[config.mk]
export PLATFORM = sky130hd
export DESIGN_NAME = salva_contexto_flat
export DESIGN_NICKNAME = d
export VERILOG_FILES = /design/src/rtl/salva_contexto_pkg.sv /design/src/rtl/salva_contexto_if.sv /design/src/rtl/salva_contexto.sv /design/src/flat_wrapper.sv
export SDC_FILE = /design/constraint.sdc
export NUM_CORES = 1
export LEC_CHECK = 0
export ABC_AREA = 1
export CELL_PAD_IN_SITES_DETAIL_PLACEMENT = 1
export CELL_PAD_IN_SITES_GLOBAL_PLACEMENT = 1
export CORE_MARGIN = 1
export CORE_UTILIZATION = 35
export CTS_BUF_LIST = sky130_fd_sc_hd__clkbuf_8
export DETAILED_ROUTE_END_ITERATION = 10
export PLACE_DENSITY_LB_ADDON = 0.1
export SYNTH_ARGS = -nofsm -noshare
export SYNTH_HDL_FRONTEND = slang
export SYNTH_SLANG_ARGS = --single-unit
[constraint.sdc]
create_clock -name clock -period 4 [get_ports clock]
set_clock_uncertainty 0.2 [all_clocks]
set_input_delay 0.8 -clock clock [delete_from_list [all_inputs] [get_ports clock]]
set_output_delay 0.8 -clock clock [all_outputs]
set_load 0.005 [all_outputs]
[src/rtl/salva_contexto_pkg.sv]
// Shared CPU package: context-transfer FSM encoding and transfer mode constants.
package salva_contexto_pkg;

  typedef enum logic [2:0] {
    IDLE     = 3'd0,
    SAVE_REQ = 3'd1,
    LOAD_REQ = 3'd2,
    LOAD_WR  = 3'd3,
    DONE     = 3'd4
  } state_t;

  // Values of the modo input
  localparam logic SAVE    = 1'b0;
  localparam logic RESTORE = 1'b1;

endpackage

[src/rtl/salva_contexto_if.sv]
// Control, register-file and memory signals of the context save/restore engine.
interface salva_contexto_if;
  logic        start;
  logic        modo;
  logic [31:0] baseAddr;
  logic        busy;
  logic        done;
  logic [4:0]  regAddr;
  logic [31:0] regDataIn;
  logic        regWrite;
  logic [31:0] regDataOut;
  logic [31:0] memAddr;
  logic        memWrite;
  logic        memRead;
  logic [31:0] memDataOut;
  logic [31:0] memDataIn;
  logic        memReady;

  // Engine side
  modport master (
    input  start, modo, baseAddr, regDataIn, memDataIn, memReady,
    output busy, done, regAddr, regWrite, regDataOut,
           memAddr, memWrite, memRead, memDataOut
  );

  // CPU / register file / memory side
  modport slave (
    output start, modo, baseAddr, regDataIn, memDataIn, memReady,
    input  busy, done, regAddr, regWrite, regDataOut,
           memAddr, memWrite, memRead, memDataOut
  );
endinterface

[src/rtl/salva_contexto.sv]
// Context save/restore engine: moves registers FIRST_REG..LAST_REG to or from
// a word-addressed memory area starting at baseAddr, one word per handshake.
module salva_contexto
  import salva_contexto_pkg::*;
#(
  parameter int FIRST_REG = 1,
  parameter int LAST_REG  = 31
) (
  input logic              clock,
  input logic              reset,
  salva_contexto_if.master bus
);

  localparam logic [4:0] FIRST = 5'(FIRST_REG);
  localparam logic [4:0] LAST  = 5'(LAST_REG);

  state_t      state, state_nx;
  logic [4:0]  idx;
  logic [31:0] base;
  logic [31:0] word;        // word captured from memory during restore
  logic [31:0] cur_addr;
  logic        last;

  // Values driven this cycle; the *_hold copies keep them stable when idle
  logic [4:0]  reg_addr,  reg_hold;
  logic [31:0] mem_addr,  addr_hold;
  logic [31:0] mem_wdata, wdata_hold;

  assign last     = (idx == LAST);
  // Offset adder wraps modulo 2^32
  assign cur_addr = base + {27'd0, idx - FIRST};

  assign bus.regAddr    = reg_addr;
  assign bus.memAddr    = mem_addr;
  assign bus.memDataOut = mem_wdata;
  assign bus.regDataOut = word;

  // State register; reset drops every strobe in the same cycle
  always_ff @(posedge clock or negedge reset) begin
    if (!reset) state <= IDLE;
    else        state <= state_nx;
  end

  // Next state and strobes; mode is latched implicitly by the branch taken from IDLE
  always_comb begin
    state_nx     = state;
    bus.busy     = 1'b0;
    bus.done     = 1'b0;
    bus.regWrite = 1'b0;
    bus.memWrite = 1'b0;
    bus.memRead  = 1'b0;
    reg_addr     = reg_hold;
    mem_addr     = addr_hold;
    mem_wdata    = wdata_hold;
    case (state)
      IDLE: begin
        if (bus.start) state_nx = (bus.modo == RESTORE) ? LOAD_REQ : SAVE_REQ;
      end
      SAVE_REQ: begin
        bus.busy     = 1'b1;
        bus.memWrite = 1'b1;
        mem_addr     = cur_addr;
        mem_wdata    = bus.regDataIn;
        reg_addr     = idx;
        if (bus.memReady) state_nx = last ? DONE : SAVE_REQ;
      end
      LOAD_REQ: begin
        bus.busy    = 1'b1;
        bus.memRead = 1'b1;
        mem_addr    = cur_addr;
        reg_addr    = idx;
        if (bus.memReady) state_nx = LOAD_WR;
      end
      LOAD_WR: begin
        bus.busy     = 1'b1;
        bus.regWrite = (idx != 5'd0);   // r0 is hard-wired, never written
        reg_addr     = idx;
        state_nx     = last ? DONE : LOAD_REQ;
      end
      DONE: begin
        bus.done = 1'b1;
        state_nx = IDLE;
      end
      default: state_nx = IDLE;
    endcase
  end

  // Index, base latch and restore capture register
  always_ff @(posedge clock or negedge reset) begin
    if (!reset) begin
      idx  <= FIRST;
      base <= '0;
      word <= '0;
    end else begin
      case (state)
        IDLE:     if (bus.start) begin
                    idx  <= FIRST;
                    base <= bus.baseAddr;
                  end
        SAVE_REQ: if (bus.memReady && !last) idx <= idx + 5'd1;
        LOAD_REQ: if (bus.memReady) word <= bus.memDataIn;
        LOAD_WR:  if (!last) idx <= idx + 5'd1;
        default:  ;
      endcase
    end
  end

  // Remember the last driven address/data so outputs hold when idle
  always_ff @(posedge clock or negedge reset) begin
    if (!reset) begin
      reg_hold   <= '0;
      addr_hold  <= '0;
      wdata_hold <= '0;
    end else begin
      reg_hold   <= reg_addr;
      addr_hold  <= mem_addr;
      wdata_hold <= mem_wdata;
    end
  end

endmodule

[src/flat_wrapper.sv]
// flat-port wrapper written by rule: the top's interface ports become plain ports
module salva_contexto_flat import salva_contexto_pkg::*;
#(
  parameter int FIRST_REG = 1,
  parameter int LAST_REG  = 31
)
  (clock, reset, bus_start, bus_modo, bus_baseAddr, bus_regDataIn, bus_memDataIn, bus_memReady, bus_busy, bus_done, bus_regAddr, bus_regWrite, bus_regDataOut, bus_memAddr, bus_memWrite, bus_memRead, bus_memDataOut);
  salva_contexto_if bus_i ();
  input logic clock;
  input logic reset;
  input wire logic [$bits(bus_i.start)-1:0] bus_start;
  input wire logic [$bits(bus_i.modo)-1:0] bus_modo;
  input wire logic [$bits(bus_i.baseAddr)-1:0] bus_baseAddr;
  input wire logic [$bits(bus_i.regDataIn)-1:0] bus_regDataIn;
  input wire logic [$bits(bus_i.memDataIn)-1:0] bus_memDataIn;
  input wire logic [$bits(bus_i.memReady)-1:0] bus_memReady;
  output wire logic [$bits(bus_i.busy)-1:0] bus_busy;
  output wire logic [$bits(bus_i.done)-1:0] bus_done;
  output wire logic [$bits(bus_i.regAddr)-1:0] bus_regAddr;
  output wire logic [$bits(bus_i.regWrite)-1:0] bus_regWrite;
  output wire logic [$bits(bus_i.regDataOut)-1:0] bus_regDataOut;
  output wire logic [$bits(bus_i.memAddr)-1:0] bus_memAddr;
  output wire logic [$bits(bus_i.memWrite)-1:0] bus_memWrite;
  output wire logic [$bits(bus_i.memRead)-1:0] bus_memRead;
  output wire logic [$bits(bus_i.memDataOut)-1:0] bus_memDataOut;
  assign bus_i.start = bus_start;
  assign bus_i.modo = bus_modo;
  assign bus_i.baseAddr = bus_baseAddr;
  assign bus_i.regDataIn = bus_regDataIn;
  assign bus_i.memDataIn = bus_memDataIn;
  assign bus_i.memReady = bus_memReady;
  assign bus_busy = bus_i.busy;
  assign bus_done = bus_i.done;
  assign bus_regAddr = bus_i.regAddr;
  assign bus_regWrite = bus_i.regWrite;
  assign bus_regDataOut = bus_i.regDataOut;
  assign bus_memAddr = bus_i.memAddr;
  assign bus_memWrite = bus_i.memWrite;
  assign bus_memRead = bus_i.memRead;
  assign bus_memDataOut = bus_i.memDataOut;
  salva_contexto #(.FIRST_REG(FIRST_REG), .LAST_REG(LAST_REG)) u_core (.clock(clock), .reset(reset), .bus(bus_i));
endmodule
==> results of run 1 <==
sequential cells by signal, summed over array words and instances, names as in the netlist:
register and count:
u_core.addr_hold 32, u_core.base 32, u_core.bus.regDataOut 32, u_core.idx 5, u_core.reg_hold 5, u_core.state 3
u_core.wdata_hold 32
final timing paths:
path / depth (start not counted) / slack [ns] / endpoint
max in group asynchronous: 2 / 2.67 / u_core.bus.regDataOut[18]$_DFFE_PN0P_
max reg2reg: 14 / 1.36 / u_core.addr_hold[12]$_DFF_PN0_
min reg2reg: 2 / 0.27 / u_core.addr_hold[25]$_DFF_PN0_
max: 8 / 0.11 / bus_memAddr[2]
min: 1 / 0.12 / u_core.addr_hold[13]$_DFF_PN0_
min in group clock: 2 / 0.27 / u_core.addr_hold[25]$_DFF_PN0_
power by group through the flow:
stage | Sequential [mW] | Clock, mW | Combinational (mW)
floorplan | 2.46 | 0 | 2.26
global placement | 2.55 | 0 | 4.49
detailed placement | 2.58 | 0 | 4.60
CTS | 2.57 | 1.27 | 4.90
global route | 2.67 | 1.33 | 5.57
finish | 2.58 | 1.22 | 5.06
stage by stage:
step           area (sq um)   util  setup TNS [ns]  setup WS [ns]  power, mW
5_1_grt                9740  0.535          -0.127        -0.0345       9.56
4_1_cts                9620  0.528         -0.0569        -0.0555       8.74
2_1_floorplan          6580      -               0          0.847       4.71
3_5_place_dp           8890  0.488          -0.117        -0.0488       7.19
6_report               9740  0.535               0          0.113       8.86
3_3_place_gp           8890  0.488               0         0.0407       7.04
worst max-delay path, delay by kind of cell, from the launching register on:
family | cells | cell delay [ns]
buf+inv | 4 | 0.84
fa+ha+maj | 2 | 0.65
compound gates | 1 | 0.26
xor+xnor | 1 | 0.11
flops | 1 | 0.57
routing by layer:
layer  GRT usage  vias up  share of wire
met5           0        -              0
met4      0.0795        0          0.022
met3      0.0611       28          0.051
met2       0.417      140           0.53
met1       0.257     2945           0.40
li1            -     2843              -
cells by family after synthesis:
| family | Yosys count | share of synthesized area |
|---|---|---|
| xor+xnor | 12 | 0.0160 |
| compound gates | 46 | 0.0369 |
| flops | 141 | 0.536 |
| mux | 51 | 0.0872 |
| fa+ha+maj | 10 | 0.0201 |
| simple gates | 419 | 0.258 |
| buf+inv | 66 | 0.0454 |
placed cells by master (no fill, tap or decap), drive strengths merged:
cell             n
nand2          296
clkdlybuf4s50  177
dfrtp          140
nor2            75
mux2            51
inv             48
buf             43
nand3           30
a21oi           26
clkbuf          25
o21ai           14
dlygate4sd2     13
xor2             9
ha               9
nand3b           8
nand4            7
clkinvlp         4
clkdlybuf4s15    4
a31oi            4
clkinv           4
xnor2            3
bufinv           3
or2              2
a211oi           1
o22ai            1
nor3             1
fa               1
dlymetal6s2s     1
dfstp            1
timing repair:
item                                    CTS  global route
setup buffers                            24             5
resized for setup                        79            48
endpoints found under the setup margin   29            24
pin swaps                                26            19
final cells by class:
| cell class | count | area, sq um | share of cell area |
|---|---|---|---|
| Clock inverter | 14 | 169 | 0.0173 |
| Timing Repair Buffer | 245 | 2320 | 0.238 |
| Clock buffer | 18 | 248 | 0.0254 |
| Tap cell | 229 | 287 | 0.0294 |
| Sequential cell | 141 | 3530 | 0.363 |
| Multi-Input combinational cell | 538 | 3010 | 0.310 |
| Inverter | 45 | 171 | 0.0176 |
==> report_table.html, run 1 <==
<table>
<tr><th>Metric</th><th>Value</th></tr>
<tr><th colspan="2">Yosys</th></tr>
<tr><td>Top cell type by total area after synthesis</td><td>dfrtp_1</td></tr>
<tr><td>Summed instance area of the synthesized netlist</td><td>6580 sq um</td></tr>
<tr><td>Flops &amp; latches, synth</td><td>141</td></tr>
<tr><td>Fraction of synthesis flops using an asynchronous set or reset pin</td><td>1.00</td></tr>
<tr><td>Post-Synthesis Net Count</td><td>approximately 860</td></tr>
<tr><td>Ranking of synthesized cells by instance count</td><td>293 x nand2_1, 140 x dfrtp_1, 72 x nor2_1</td></tr>
<tr><td>Count of unique library cells instantiated by Yosys</td><td>33</td></tr>
<tr><td>Dominant synthesized flop cell</td><td>dfrtp_1</td></tr>
<tr><td>Fraction of the yosys area taken by sequential cells</td><td>0.536</td></tr>
<tr><td>Largest cells by area after synthesis</td><td>dfrtp_1 53%, nand2_1 17%, mux2_2 8.2%, nor2_1 4.1%, inv_1 2.3%</td></tr>
<tr><td>Number of synthesized flops with an enable pin</td><td>0</td></tr>
<tr><td>Portion of synthesized cell area occupied by the leading cell type</td><td>0.532</td></tr>
<tr><td>Number of instances in the synthesized netlist</td><td>745</td></tr>
<tr><td>Syn_area_per_cell</td><td>between 8 and 9 sq um</td></tr>
<tr><td>Most frequent cell after synthesis</td><td>nand2_1</td></tr>
<tr><td>Syn. warnings</td><td>0</td></tr>
<tr><th colspan="2">Global route</th></tr>
<tr><td>Initial antenna violation count</td><td>0</td></tr>
<tr><td>Gr usage total</td><td>0.229</td></tr>
<tr><td>Number of global-route vias before repair</td><td>6795</td></tr>
<tr><td>Maximum number of pins on one net before global-route repair</td><td>64</td></tr>
<tr><td>First-pass GRT wire length</td><td>34.7 mm</td></tr>
<tr><td>Aggregate global routing overflow</td><td>0</td></tr>
<tr><th colspan="2">Setup path</th></tr>
<tr><td>Data arrival, critical path</td><td>2.89 ns</td></tr>
<tr><td>Max stage delay cell, worst path</td><td>dfstp_2</td></tr>
<tr><td>Worst flop-to-flop path startpoint</td><td>u_core.idx[0]$_DFFE_PN1P_</td></tr>
<tr><td>CP required</td><td>3.00 ns</td></tr>
<tr><td>Critical Path Source</td><td>u_core.idx[0]$_DFFE_PN1P_</td></tr>
<tr><td>Category of the critical setup timing path</td><td>reg2out</td></tr>
<tr><td>Worst stage delay on the critical path</td><td>0.57 ns</td></tr>
<tr><td>Nature of the critical path endpoint</td><td>output port</td></tr>
<tr><td>Cell-by-cell trace of the critical path</td><td>inv_4 &gt; ha_4 &gt; inv_1 &gt; fa_2 &gt; buf_4 &gt; xnor2_1 &gt; o21ai_1 &gt; clkdlybuf4s50_1</td></tr>
<tr><td>Type of origin of the critical path</td><td>register</td></tr>
<tr><td>Largest fanout of any net on the critical path</td><td>4</td></tr>
<tr><th colspan="2">Die</th></tr>
<tr><td>Overall die height</td><td>139 um</td></tr>
<tr><td>Starting Density</td><td>0.362</td></tr>
<tr><td>Site Rows</td><td>between 40 and 50</td></tr>
<tr><td>Overall die width</td><td>between 100 and 150 um</td></tr>
<tr><td>Core Area</td><td>18200 sq um</td></tr>
<tr><td>Top-level port count</td><td>207</td></tr>
<tr><td>DIE AREA</td><td>approximately 19000 sq um</td></tr>
<tr><th colspan="2">Timing</th></tr>
<tr><td>Portion of the clock cycle consumed by the worst path in the final layout</td><td>0.972</td></tr>
<tr><td>Slew @ Worst Pin</td><td>0.922 ns</td></tr>
<tr><td>Maximum achievable frequency</td><td>0.257 GHz</td></tr>
<tr><td>Setup-violating endpoint count in the final report</td><td>0</td></tr>
<tr><td>Worst hold slack</td><td>0.116 ns</td></tr>
<tr><td>Number of hold-slack violations in the final timing report</td><td>0</td></tr>
<tr><td>Final Max Tran Viols</td><td>0</td></tr>
<tr><td>Worst-case headroom to the max-slew limit</td><td>0.384</td></tr>
<tr><td>Tmin final</td><td>a little under 4 ns</td></tr>
<tr><th colspan="2">Detailed routing</th></tr>
<tr><td>Routed wire length</td><td>21.4 mm</td></tr>
<tr><td>Number of design-rule violations left by the first detailed-router iteration</td><td>approximately 160</td></tr>
<tr><td>First-pass iteration count of the detailed router</td><td>9</td></tr>
<tr><td>DR vias/cell</td><td>4.84</td></tr>
<tr><td>Average detailed-routed wire length per instance</td><td>roughly 17 um</td></tr>
<tr><td>Residual DRC count</td><td>5</td></tr>
<tr><td>Count of vias placed by the detailed router</td><td>about 6000</td></tr>
<tr><td>Antenna-violating nets left</td><td>0</td></tr>
<tr><th colspan="2">Pwr</th></tr>
<tr><td>Leakage</td><td>4.55 nW</td></tr>
<tr><td>Part of the total power dissipated in combinational logic</td><td>0.571</td></tr>
<tr><td>Cell-internal power</td><td>5.27 mW</td></tr>
<tr><td>Share of power burned in the clock network</td><td>0.138</td></tr>
<tr><td>Sequential Power Share</td><td>0.291</td></tr>
<tr><td>Peak supply drop</td><td>approximately 0.46 mV</td></tr>
<tr><td>Switching share of total power</td><td>0.405</td></tr>
<tr><td>Net switching power</td><td>3.59 mW</td></tr>
<tr><td>Power per cell area</td><td>910 nW/um^2</td></tr>
<tr><th colspan="2">Layout</th></tr>
<tr><td>Fill count</td><td>approximately 2100</td></tr>
<tr><td>Layout Area Growth over Synthesis</td><td>47.9%</td></tr>
<tr><td>Count of antenna diodes in the layout</td><td>0</td></tr>
<tr><td>Number of cells in the finished layout apart from fillers</td><td>1230</td></tr>
<tr><td>Layout net count</td><td>1099</td></tr>
<tr><td>Fraction of final layout cells sized beyond drive strength 1</td><td>0.197</td></tr>
<tr><th colspan="2">Clock tree</th></tr>
<tr><td>Quantity of hold-fixing buffers added after cts</td><td>0</td></tr>
<tr><td>Number of sinks on the clock net</td><td>141</td></tr>
<tr><td>Total number of H-tree levels</td><td>4</td></tr>
<tr><td>CTS buffer count</td><td>17</td></tr>
<tr><td>CTS Root Cell</td><td>clkbuf_8</td></tr>
<tr><td>Clock tree from TritonCTS</td><td>done</td></tr>
<tr><td>Clock-pin slew of the registers on the worst-case setup and hold paths</td><td>0.09 ns</td></tr>
<tr><td>Max clock buf depth</td><td>2</td></tr>
<tr><td>Clock latency on the worst-skew pair</td><td>0.45 ns</td></tr>
<tr><th colspan="2">Place</th></tr>
<tr><td>DPL Wire Length</td><td>15.2 mm</td></tr>
<tr><td>Placed Cells</td><td>1169</td></tr>
<tr><td>GP Congestion</td><td>roughly 0.86</td></tr>
<tr><td>Port buffer count</td><td>approximately 200</td></tr>
<tr><th colspan="2">Run status</th></tr>
<tr><td>Failing checks</td><td>design-rule violations</td></tr>
<tr><td>Outcome</td><td>complete, but fails checks</td></tr>
<tr><th colspan="2">Worst hold path</th></tr>
<tr><td>Path category of the worst min-delay check</td><td>in2async</td></tr>
<tr><th colspan="2">Job</th></tr>
<tr><td>Max-Cap Viols</td><td>0</td></tr>
</table>
Power figures use the tool's default switching activity.
==> run 2, diff against run 1 <==
--- a/config.mk
+++ b/config.mk
@@ -6,12 +6,13 @@
 export NUM_CORES = 1
 export LEC_CHECK = 0
 export ABC_AREA = 1
-export CELL_PAD_IN_SITES_DETAIL_PLACEMENT = 1
+export CELL_PAD_IN_SITES_DETAIL_PLACEMENT = 0
 export CELL_PAD_IN_SITES_GLOBAL_PLACEMENT = 1
 export CORE_MARGIN = 1
 export CORE_UTILIZATION = 35
 export CTS_BUF_LIST = sky130_fd_sc_hd__clkbuf_8
 export DETAILED_ROUTE_END_ITERATION = 10
+export GPL_TIMING_DRIVEN = 0
 export PLACE_DENSITY_LB_ADDON = 0.1
 export SYNTH_ARGS = -nofsm -noshare
 export SYNTH_HDL_FRONTEND = slang
==> report_table.html, run 2 (synthesized netlist as in run 1, its figures left out) <==
<table>
<tr><th>Metric</th><th>Value</th></tr>
<tr><th colspan="2">Clock tree</th></tr>
<tr><td>CTS buffer count</td><td>17</td></tr>
<tr><td>Total number of H-tree levels</td><td>4</td></tr>
<tr><td>Max clock buf depth</td><td>2</td></tr>
<tr><td>Clock-pin slew of the registers on the worst-case setup and hold paths</td><td>0.08 ns</td></tr>
<tr><td>Quantity of hold-fixing buffers added after cts</td><td>0</td></tr>
<tr><td>CTS Root Cell</td><td>clkbuf_8</td></tr>
<tr><td>Clock tree from TritonCTS</td><td>done</td></tr>
<tr><td>Clock latency on the worst-skew pair</td><td>roughly 0.45 ns</td></tr>
<tr><td>Number of sinks on the clock net</td><td>141</td></tr>
<tr><th colspan="2">Layout</th></tr>
<tr><td>Highest-count cells in the layout ignoring fill and taps</td><td>276 x nand2_1, 177 x clkdlybuf4s50_1, 139 x dfrtp_1</td></tr>
<tr><td>Number of cells in the finished layout apart from fillers</td><td>1239</td></tr>
<tr><td>Storage cell area</td><td>roughly 3500 sq um</td></tr>
<tr><td>Layout Area Growth over Synthesis</td><td>49.8%</td></tr>
<tr><td>Fill count</td><td>1752</td></tr>
<tr><td>Layout net count</td><td>1108</td></tr>
<tr><td>Most common cell after layout, fill and taps aside</td><td>nand2_1</td></tr>
<tr><td>Count of antenna diodes in the layout</td><td>0</td></tr>
<tr><td>Fraction of final layout cells sized beyond drive strength 1</td><td>0.182</td></tr>
<tr><td>Footprint of the multi-input gates</td><td>3000 sq um</td></tr>
<tr><th colspan="2">Place</th></tr>
<tr><td>Port buffer count</td><td>206</td></tr>
<tr><td>GP Congestion</td><td>0.822</td></tr>
<tr><td>DPL Wire Length</td><td>13.8 mm</td></tr>
<tr><td>Placed Cells</td><td>1181</td></tr>
<tr><th colspan="2">Timing</th></tr>
<tr><td>Worst-case headroom to the max-slew limit</td><td>0.476</td></tr>
<tr><td>Maximum achievable frequency</td><td>0.257 GHz</td></tr>
<tr><td>Tmin final</td><td>3.89 ns</td></tr>
<tr><td>Portion of the clock cycle consumed by the worst path in the final layout</td><td>0.972</td></tr>
<tr><td>Slew @ Worst Pin</td><td>0.787 ns</td></tr>
<tr><td>Final Max Tran Viols</td><td>0</td></tr>
<tr><td>Number of hold-slack violations in the final timing report</td><td>0</td></tr>
<tr><td>Setup-violating endpoint count in the final report</td><td>0</td></tr>
<tr><td>Unrepaired setup endpoints after global routing</td><td>true</td></tr>
<tr><th colspan="2">Detailed routing</th></tr>
<tr><td>Antenna-violating nets left</td><td>0</td></tr>
<tr><td>DR vias/cell</td><td>between 4 and 5</td></tr>
<tr><td>Average detailed-routed wire length per instance</td><td>15.2 um</td></tr>
<tr><td>First-pass iteration count of the detailed router</td><td>7</td></tr>
<tr><td>Number of design-rule violations left by the first detailed-router iteration</td><td>193</td></tr>
<tr><td>Count of vias placed by the detailed router</td><td>5731</td></tr>
<tr><td>Residual DRC count</td><td>5</td></tr>
<tr><td>Routed wire length</td><td>18.9 mm</td></tr>
<tr><th colspan="2">Die</th></tr>
<tr><td>DIE AREA</td><td>about 19000 sq um</td></tr>
<tr><td>Top-level port count</td><td>207</td></tr>
<tr><td>Overall die height</td><td>~140 um</td></tr>
<tr><td>Starting Density</td><td>0.362</td></tr>
<tr><td>Site Rows</td><td>49</td></tr>
<tr><td>Overall die width</td><td>139 um</td></tr>
<tr><td>Core Area</td><td>18200 sq um</td></tr>
<tr><th colspan="2">Pwr</th></tr>
<tr><td>Net switching power</td><td>3.41 mW</td></tr>
<tr><td>Peak supply drop</td><td>approximately 0.42 mV</td></tr>
<tr><td>Part of the total power dissipated in combinational logic</td><td>0.559</td></tr>
<tr><td>Share of power burned in the clock network</td><td>0.157</td></tr>
<tr><td>Switching share of total power</td><td>0.384</td></tr>
<tr><td>Power per cell area</td><td>900 nW/um^2</td></tr>
<tr><td>Sequential Power Share</td><td>0.284</td></tr>
<tr><td>Total power consumption of the routed design</td><td>~9 mW</td></tr>
<tr><td>Leakage</td><td>4.60 nW</td></tr>
<tr><td>Cell-internal power</td><td>between 5 and 6 mW</td></tr>
<tr><th colspan="2">Setup path</th></tr>
<tr><td>Largest fanout of any net on the critical path</td><td>7</td></tr>
<tr><td>Nature of the critical path endpoint</td><td>output port</td></tr>
<tr><td>CP required</td><td>~3.0 ns</td></tr>
<tr><td>Type of origin of the critical path</td><td>register</td></tr>
<tr><td>Category of the critical setup timing path</td><td>reg2out</td></tr>
<tr><td>Data arrival, critical path</td><td>2.89 ns</td></tr>
<tr><th colspan="2">Worst hold path</th></tr>
<tr><td>Path category of the worst min-delay check</td><td>in2async</td></tr>
<tr><th colspan="2">Global route</th></tr>
<tr><td>First-pass GRT wire length</td><td>30.8 mm</td></tr>
<tr><td>Maximum number of pins on one net before global-route repair</td><td>a little over 80</td></tr>
<tr><td>Gr usage total</td><td>0.206</td></tr>
<tr><td>Initial antenna violation count</td><td>1</td></tr>
<tr><td>Number of global-route vias before repair</td><td>5837</td></tr>
<tr><td>Aggregate global routing overflow</td><td>0</td></tr>
<tr><th colspan="2">Run status</th></tr>
<tr><td>Outcome</td><td>complete, but fails checks</td></tr>
<tr><td>Failing checks</td><td>design-rule violations</td></tr>
<tr><th colspan="2">Job</th></tr>
<tr><td>Max-Cap Viols</td><td>0</td></tr>
</table>
[run 2: final cells by class]
class	instances	area share
repair buffers	234	0.229
clock inverters	10	0.0185
plain buffers	20	0.0128
multi-input cells	538	0.304
flip-flops and latches	141	0.358
well taps	229	0.0291
clock buffers	22	0.0307
inverters	45	0.0174
[run 2: through the flow]
stage	setup WS, ns	hold slack (ns)	instance area (sq um)	TNS (ns)	util
after floorplan	0.847	0.259	6580	0	-
after global placement	-4.22	0.250	8930	-591.17	0.490
after detailed placement	-0.127	0.254	8960	-0.874	0.492
after CTS	-0.0742	0.232	9700	-0.130	0.533
after global routing	-0.0331	0.238	9860	-0.0867	0.541
final	0.111	0.213	9860	0	0.541
[run 2: power by group through the flow]
stage | Combinational [mW] | Sequential [mW] | Clock [mW]
floorplan | 2.26 | 2.46 | 0
global placement | 4.60 | 2.53 | 0
detailed placement | 4.62 | 2.54 | 0
CTS | 4.83 | 2.52 | 1.43
global route | 5.51 | 2.62 | 1.50
finish | 4.95 | 2.52 | 1.39
[run 2: routing by layer]
metal	up-vias	global-route usage	part of all wire
met1	2699	0.262	0.44
met3	16	0.0618	0.068
met2	140	0.336	0.48
li1	2874	-	-
met4	2	0.0602	0.012
met5	-	0	0.00064
[run 2: worst max-delay path: stages, from the launching register on]
cell,delay [ns]
dfstp_2,0.56
inv_4,0.07
ha_4,0.17
nand2_2,0.08
xor2_2,0.20
ha_4,0.26
a21oi_4,0.16
buf_4,0.13
buf_6,0.11
nand2_1,0.05
nand2_1,0.09
nand2_2,0.09
a21oi_2,0.14
a21oi_2,0.08
dlygate4sd2_1,0.26
[run 2: worst paths after layout]
check                                                start                               to  slack (ns)  cells past startpoint
min in group clock         u_core.wdata_hold[31]$_DFF_PN0_  u_core.wdata_hold[31]$_DFF_PN0_        0.27                      2
max reg2reg                      u_core.idx[0]$_DFFE_PN1P_   u_core.addr_hold[28]$_DFF_PN0_        1.47                     13
min reg2reg                u_core.wdata_hold[31]$_DFF_PN0_  u_core.wdata_hold[31]$_DFF_PN0_        0.27                      2
min                                                  reset   u_core.addr_hold[13]$_DFF_PN0_        0.21                      1
max in group asynchronous                            reset   u_core.wdata_hold[9]$_DFF_PN0_        2.60                      2
max                              u_core.idx[0]$_DFFE_PN1P_                   bus_memAddr[9]        0.11                     14
[run 2: timing repair]
item | CTS | global route
setup endpoints to repair | 29 | 25
pin swaps | 13 | 11
setup buffers | 18 | 11
gates resized for setup | 80 | 29
==> run 3, diff against run 2 <==
--- a/config.mk
+++ b/config.mk
@@ -11,6 +11,7 @@
 export CORE_MARGIN = 1
 export CORE_UTILIZATION = 35
 export CTS_BUF_LIST = sky130_fd_sc_hd__clkbuf_8
+export CTS_CLUSTER_SIZE = 8
 export DETAILED_ROUTE_END_ITERATION = 10
 export GPL_TIMING_DRIVEN = 0
 export PLACE_DENSITY_LB_ADDON = 0.1
==> results of run 3 <==
Same layout as run 2: the final DEF is identical, and so are final timing and power.
